[src/rtl/lcd_hex_driver.sv]
// lcd_hex_driver: HD44780 init, then continuous refresh of a hex label (line 1) and a 32-bit word (line 2)
module lcd_hex_driver #(
    parameter int POWERUP_CYCLES = 750000,
    parameter int EN_CYCLES = 12,
    parameter int CMD_CYCLES = 2500,
    parameter int CLEAR_CYCLES = 100000
) (
    input  logic        clk,
    input  logic        reset,
    input  logic [7:0]  LCDdataHEX,
    input  logic [31:0] LCDdata,
    output logic [7:0]  LCD_DATA,
    output logic        LCD_RS,
    output logic        LCD_RW,
    output logic        LCD_EN,
    output logic        LCD_ON,
    output logic        LCD_BLON,
    output logic        ready,
    output logic        frame_done
);
    localparam int M0 = POWERUP_CYCLES > CLEAR_CYCLES ? POWERUP_CYCLES : CLEAR_CYCLES;
    localparam int M1 = CMD_CYCLES > EN_CYCLES ? CMD_CYCLES : EN_CYCLES;
    localparam int CW = $clog2((M0 > M1 ? M0 : M1) + 1);
    typedef enum logic [2:0] {POWERUP, INIT, SNAP, L1_ADDR, L1_CHAR, L2_ADDR, L2_CHAR} state_t;
    typedef enum logic [1:0] {SETUP, PULSE, WAIT} phase_t;
    state_t state, state_n;
    phase_t phase, phase_n;
    logic [CW-1:0] cnt, cnt_n, wlim;
    logic [2:0] idx, idx_n;
    logic [7:0] shex, shex_n, tx;
    logic [31:0] sdat, sdat_n;
    logic ready_n, fd_n, xfer, last;
    function automatic logic [7:0] asc(input logic [3:0] n);
        return n < 4'd10 ? {4'h3, n} : 8'h37 + {4'h0, n};
    endfunction
    always_comb begin
        xfer = state != POWERUP && state != SNAP;
        tx = state == INIT ? (idx[1:0] == 2'd0 ? 8'h38 : idx[1:0] == 2'd1 ? 8'h0C : idx[1:0] == 2'd2 ? 8'h06 : 8'h01)
           : state == L1_ADDR ? 8'h80
           : state == L2_ADDR ? 8'hC0
           : state == L1_CHAR ? asc(idx[0] ? shex[3:0] : shex[7:4])
           : state == L2_CHAR ? asc(sdat[{~idx, 2'b00} +: 4])
           : 8'h00;
        wlim = tx == 8'h01 ? CW'(CLEAR_CYCLES - 1) : CW'(CMD_CYCLES - 1);
        last = state == L1_ADDR || state == L2_ADDR || (state == INIT && idx == 3'd3)
            || (state == L1_CHAR && idx == 3'd1) || (state == L2_CHAR && idx == 3'd7);
    end
    always_comb begin
        state_n = state;
        phase_n = phase;
        cnt_n = cnt + CW'(1);
        idx_n = idx;
        ready_n = ready;
        fd_n = 1'b0;
        shex_n = shex;
        sdat_n = sdat;
        if (state == POWERUP) begin
            if (cnt == CW'(POWERUP_CYCLES - 1)) begin
                state_n = INIT;
                phase_n = SETUP;
                cnt_n = '0;
            end
        end else if (state == SNAP) begin
            state_n = L1_ADDR;
            phase_n = SETUP;
            idx_n = '0;
            cnt_n = '0;
            shex_n = LCDdataHEX;
            sdat_n = LCDdata;
        end else if (phase == SETUP) begin
            phase_n = PULSE;
            cnt_n = '0;
        end else if (phase == PULSE) begin
            if (cnt == CW'(EN_CYCLES - 1)) begin
                phase_n = WAIT;
                cnt_n = '0;
            end
        end else if (cnt == wlim) begin
            phase_n = SETUP;
            cnt_n = '0;
            idx_n = last ? 3'd0 : idx + 3'd1;
            state_n = !last ? state : (state == INIT || state == L2_CHAR) ? SNAP : state_t'(state + 3'd1);
            ready_n = ready | (last && state == INIT);
            fd_n = last && state == L2_CHAR;
        end
    end
    always_ff @(posedge clk) begin
        if (reset) begin
            state <= POWERUP;
            phase <= SETUP;
            cnt <= '0;
            idx <= '0;
            ready <= 1'b0;
            frame_done <= 1'b0;
            shex <= '0;
            sdat <= '0;
        end else begin
            state <= state_n;
            phase <= phase_n;
            cnt <= cnt_n;
            idx <= idx_n;
            ready <= ready_n;
            frame_done <= fd_n;
            shex <= shex_n;
            sdat <= sdat_n;
        end
    end
    assign LCD_DATA = tx;
    assign LCD_RS = state == L1_CHAR || state == L2_CHAR;
    assign LCD_EN = xfer && phase == PULSE;
    assign LCD_RW = 1'b0;
    assign LCD_ON = 1'b1;
    assign LCD_BLON = 1'b1;
endmodule

[config.mk]
export PLATFORM = sky130hd
export DESIGN_NAME = lcd_hex_driver
export DESIGN_NICKNAME = d
export VERILOG_FILES = /design/src/rtl/lcd_hex_driver.sv
export SDC_FILE = /design/constraint.sdc
export NUM_CORES = 1
export LEC_CHECK = 0
export ABC_AREA = 1
export CORE_ASPECT_RATIO = 1.75
export CORE_MARGIN = 5
export CORE_UTILIZATION = 59
export DETAILED_ROUTE_END_ITERATION = 8
export PLACE_DENSITY_LB_ADDON = 0.3
export SLEW_MARGIN = 30
export SYNTH_ARGS = -nofsm -noshare
export SYNTH_HDL_FRONTEND = slang
export SYNTH_SLANG_ARGS = --single-unit
[constraint.sdc]
create_clock -name clk -period 4.1 [get_ports clk]
set_input_delay 1.23 -clock clk [delete_from_list [all_inputs] [get_ports clk]]
set_output_delay 1.23 -clock clk [all_outputs]
set_load 0.01 [all_outputs]
==> metrics <==
Hold Crit Depth=2; Clock Sinks=70; RSZ-0062 raised after global routing=no; Fin. Hold Viols=0; Synth Register Bits=70; CTS tree=done; setup TNS=0 ns; TritonCTS Buffers=9; crit path DAT=2.67 ns; initial antenna violation count=0; Mean Syn Cell Area=6.80 µm²; Final #Nets=687; Mapped Area=4010 µm²; Synth Flop Type=dfxtp_1; Power Internal=1.29 mW; FF-to-FF Start=idx[0]$_SDFFE_PP0P_; Multi-input gate area=2180 µm²; Hold/Removal Path Class=flop to flop; Reg-to-Reg End=cnt[17]$_SDFF_PP0_; commonest cells after routing, fill and taps aside=nand2_1 (102), nor2_1 (92), dfxtp_1 (70), inv_1 (68), o21ai_0 (54); post-synth top area share=0.350; Post-synth ARST share=0; clk_skew=0.00539 ns; Setup CP Type=flop to output pin; status=completed; global-route wire length before repair=17,100 µm; WL/cell=14.2 µm; Design Power=1.71 mW; Tot GR Track Use=0.252; post-synthesis mux area share=0.00250; Core Region=6590 µm²; dominant cells by area after synthesis=dfxtp_1 (35%), nand2_1 (9.6%), nor2_1 (8.6%); cell count after synthesis=589; CP Max Fanout=26; routed vias=3,944; area delta synth->final=20.6%; register share of total power=0.421; Initial Util=0.608; DP Area=4520 µm²; element type at the critical path end=output pin; final instance area=4830 µm²; Post-synth EDFFs=0; number of synthesis warnings=0; Routed WL=10,300 µm; depth of the CTS H-tree=3; FF-to-FF path depth=22; hold path startpoint=sdat[10]$_SDFFE_PP0P_; fin crit period=3.90 ns; Worst VDD drop=286 µV; reg2reg setup slack=1.12 ns; compound-gate portion of the synthesized area=0.135; largest family of logic cells by synthesized area=simple AND/OR/NAND/NOR gates; PortBufs=53; DRC=0; final setup vio count=0; antenna-violating nets left=0; most common cell after layout, fill and taps aside=nand2_1; Worst-path clk slew=0.05 ns; Net Sw Power=0.414 mW; Unique masters post-synth=39; Simple-Gate Fraction of Synth Area=0.352; Final Slew Violations=0; post-synth top area cell=dfxtp_1; startpoint types=flop; CP required=2.87 ns; Pleak=1.89 nW; I/O pin cnt=57; FMAX=0.256 GHz; row count=39; vias per inst=5.46; Slew headroom=0.435; detailed placement HPWL=7860 µm; Hold Path End=sdat[10]$_SDFFE_PP0P_; GPL Wtd Cong=0.938; fillers=570; DRT Pass-1 Iters=6; Seq/Total Area, Yosys=0.350; largest net degree at the start of global routing=69; sw frac=0.242; Least-Margin Pin Slew=0.845 ns; worst skew pair latency=0.33 ns; die width=72.3 µm; Clock Path Buffers=2; CTS Root Cell=clkbuf_16; pwr/cell area=353 nW/µm²; Inserted Diodes=0; clock network fraction of total power=0.458; Seq. cell area=1400 µm²; Post-Synth XOR/XNOR Area=0.0197; die area=8610 µm²; 1st-iter DRT viols=202; vias in the first global route=3,896; die height=119 µm; dpl cells=706; fin crit share=0.951; total grt overflow=0; Hold Buf Count CTS=0; ratio of cells with drive above 1 in the final layout=0.0891; Max Cap Viol=0; adder-cell area share of the yosys netlist=0.0312; Cell Count, Final, Fillers Out=722; combinational share of power=0.122
==> cell usage after synthesis, types with 2 or more instances <==
cell,n
a21oi_1,38
a31oi_1,2
buf_2,2
buf_4,4
buf_6,3
clkbuf_1,12
conb_1,2
dfxtp_1,70
ha_1,10
inv_1,68
nand2_1,102
nand2_2,13
nand2_4,2
nand3_1,38
nand3_2,3
nand4_1,13
nor2_1,92
nor2_4,14
nor3_1,16
nor4_1,4
o21ai_0,54
o21ai_1,2
o21ai_2,2
xnor2_1,3
xor2_1,6
==> power groups by stage <==
stage,combinational [mW],sequential [mW],clock [mW]
floorplan,0.133,0.728,0
global placement,0.202,0.732,0
detailed placement,0.207,0.732,0
CTS,0.208,0.718,0.796
global route,0.230,0.720,0.829
finish,0.208,0.719,0.782
==> critical path, cell delays in order (launching register included) <==
cell and delay [ns]:
dfxtp_1 0.34, buf_8 0.21, inv_8 0.09, o21ai_0 0.20, nand2_1 0.08, nand2_1 0.06, nand2_1 0.07, inv_1 0.08
ha_1 0.19, nand2_1 0.08, nand3_2 0.08, nand2_1 0.05, nand2_1 0.07, nand2_1 0.04, nand2_1 0.13, clkdlybuf4s50_1 0.57
==> stage by stage <==
stage / worst slack [ns] / util / hold WS (ns)
6_report: 0.200 / 0.734 / 0.450
5_1_grt: 0.00217 / 0.734 / 0.483
4_1_cts: 0.111 / 0.733 / 0.452
3_5_place_dp: 0.486 / 0.687 / 0.445
3_3_place_gp: 0.586 / 0.687 / 0.439
2_1_floorplan: 1.22 / - / 0.429
==> how the worst max path moves through the flow <==
stage	depth (start not counted)	to	startpoint	slack (ns)
after floorplan	11	LCD_DATA[2]	idx[0]$_SDFFE_PP0P_	1.22
after global routing	15	LCD_DATA[4]	idx[0]$_SDFFE_PP0P_	0.002
after global placement	15	LCD_DATA[4]	idx[0]$_SDFFE_PP0P_	0.59
final	15	LCD_DATA[4]	idx[0]$_SDFFE_PP0P_	0.20
after CTS	15	LCD_DATA[4]	idx[0]$_SDFFE_PP0P_	0.11
after detailed placement	15	LCD_DATA[4]	idx[0]$_SDFFE_PP0P_	0.49
==> metal layers <==
metal	GRT usage	share of wire	up-vias
li1	-	-	1993
met1	0.233	0.34	1789
met2	0.481	0.57	125
met3	0.0413	0.041	37
met4	0.167	0.048	0
met5	0	0	-
==> cell families (layout without fill, tap and decap cells) <==
logic type	Yosys count	after routing
compound gates	103	103
xor+xnor	9	9
fa+ha+maj	10	10
buf+inv	95	145
flops	70	70
mux	1	1
other cells	2	3
simple gates	299	299
==> final cells by class <==
| cell class | instances | area share |
|---|---|---|
| Clock buffer | 13 | 0.0538 |
| Clock inverter | 3 | 0.00880 |
| Inverter | 71 | 0.0567 |
| Multi-Input combinational cell | 425 | 0.451 |
| Sequential cell | 70 | 0.290 |
| Tap cell | 82 | 0.0212 |
| Timing Repair Buffer | 58 | 0.119 |
==> what timing repair did <==
item,in CTS,in global routing
setup endpoints to repair,0,3
setup buffers,0,0
resized for setup,0,2
==> registers in the layout, summed over array words and instances (netlist names) <==
register    count
idx             3
state           3
cnt            20
frame_done      1
ready           1
phase           2
shex            8
sdat           32
Power figures use the tool's default switching activity.
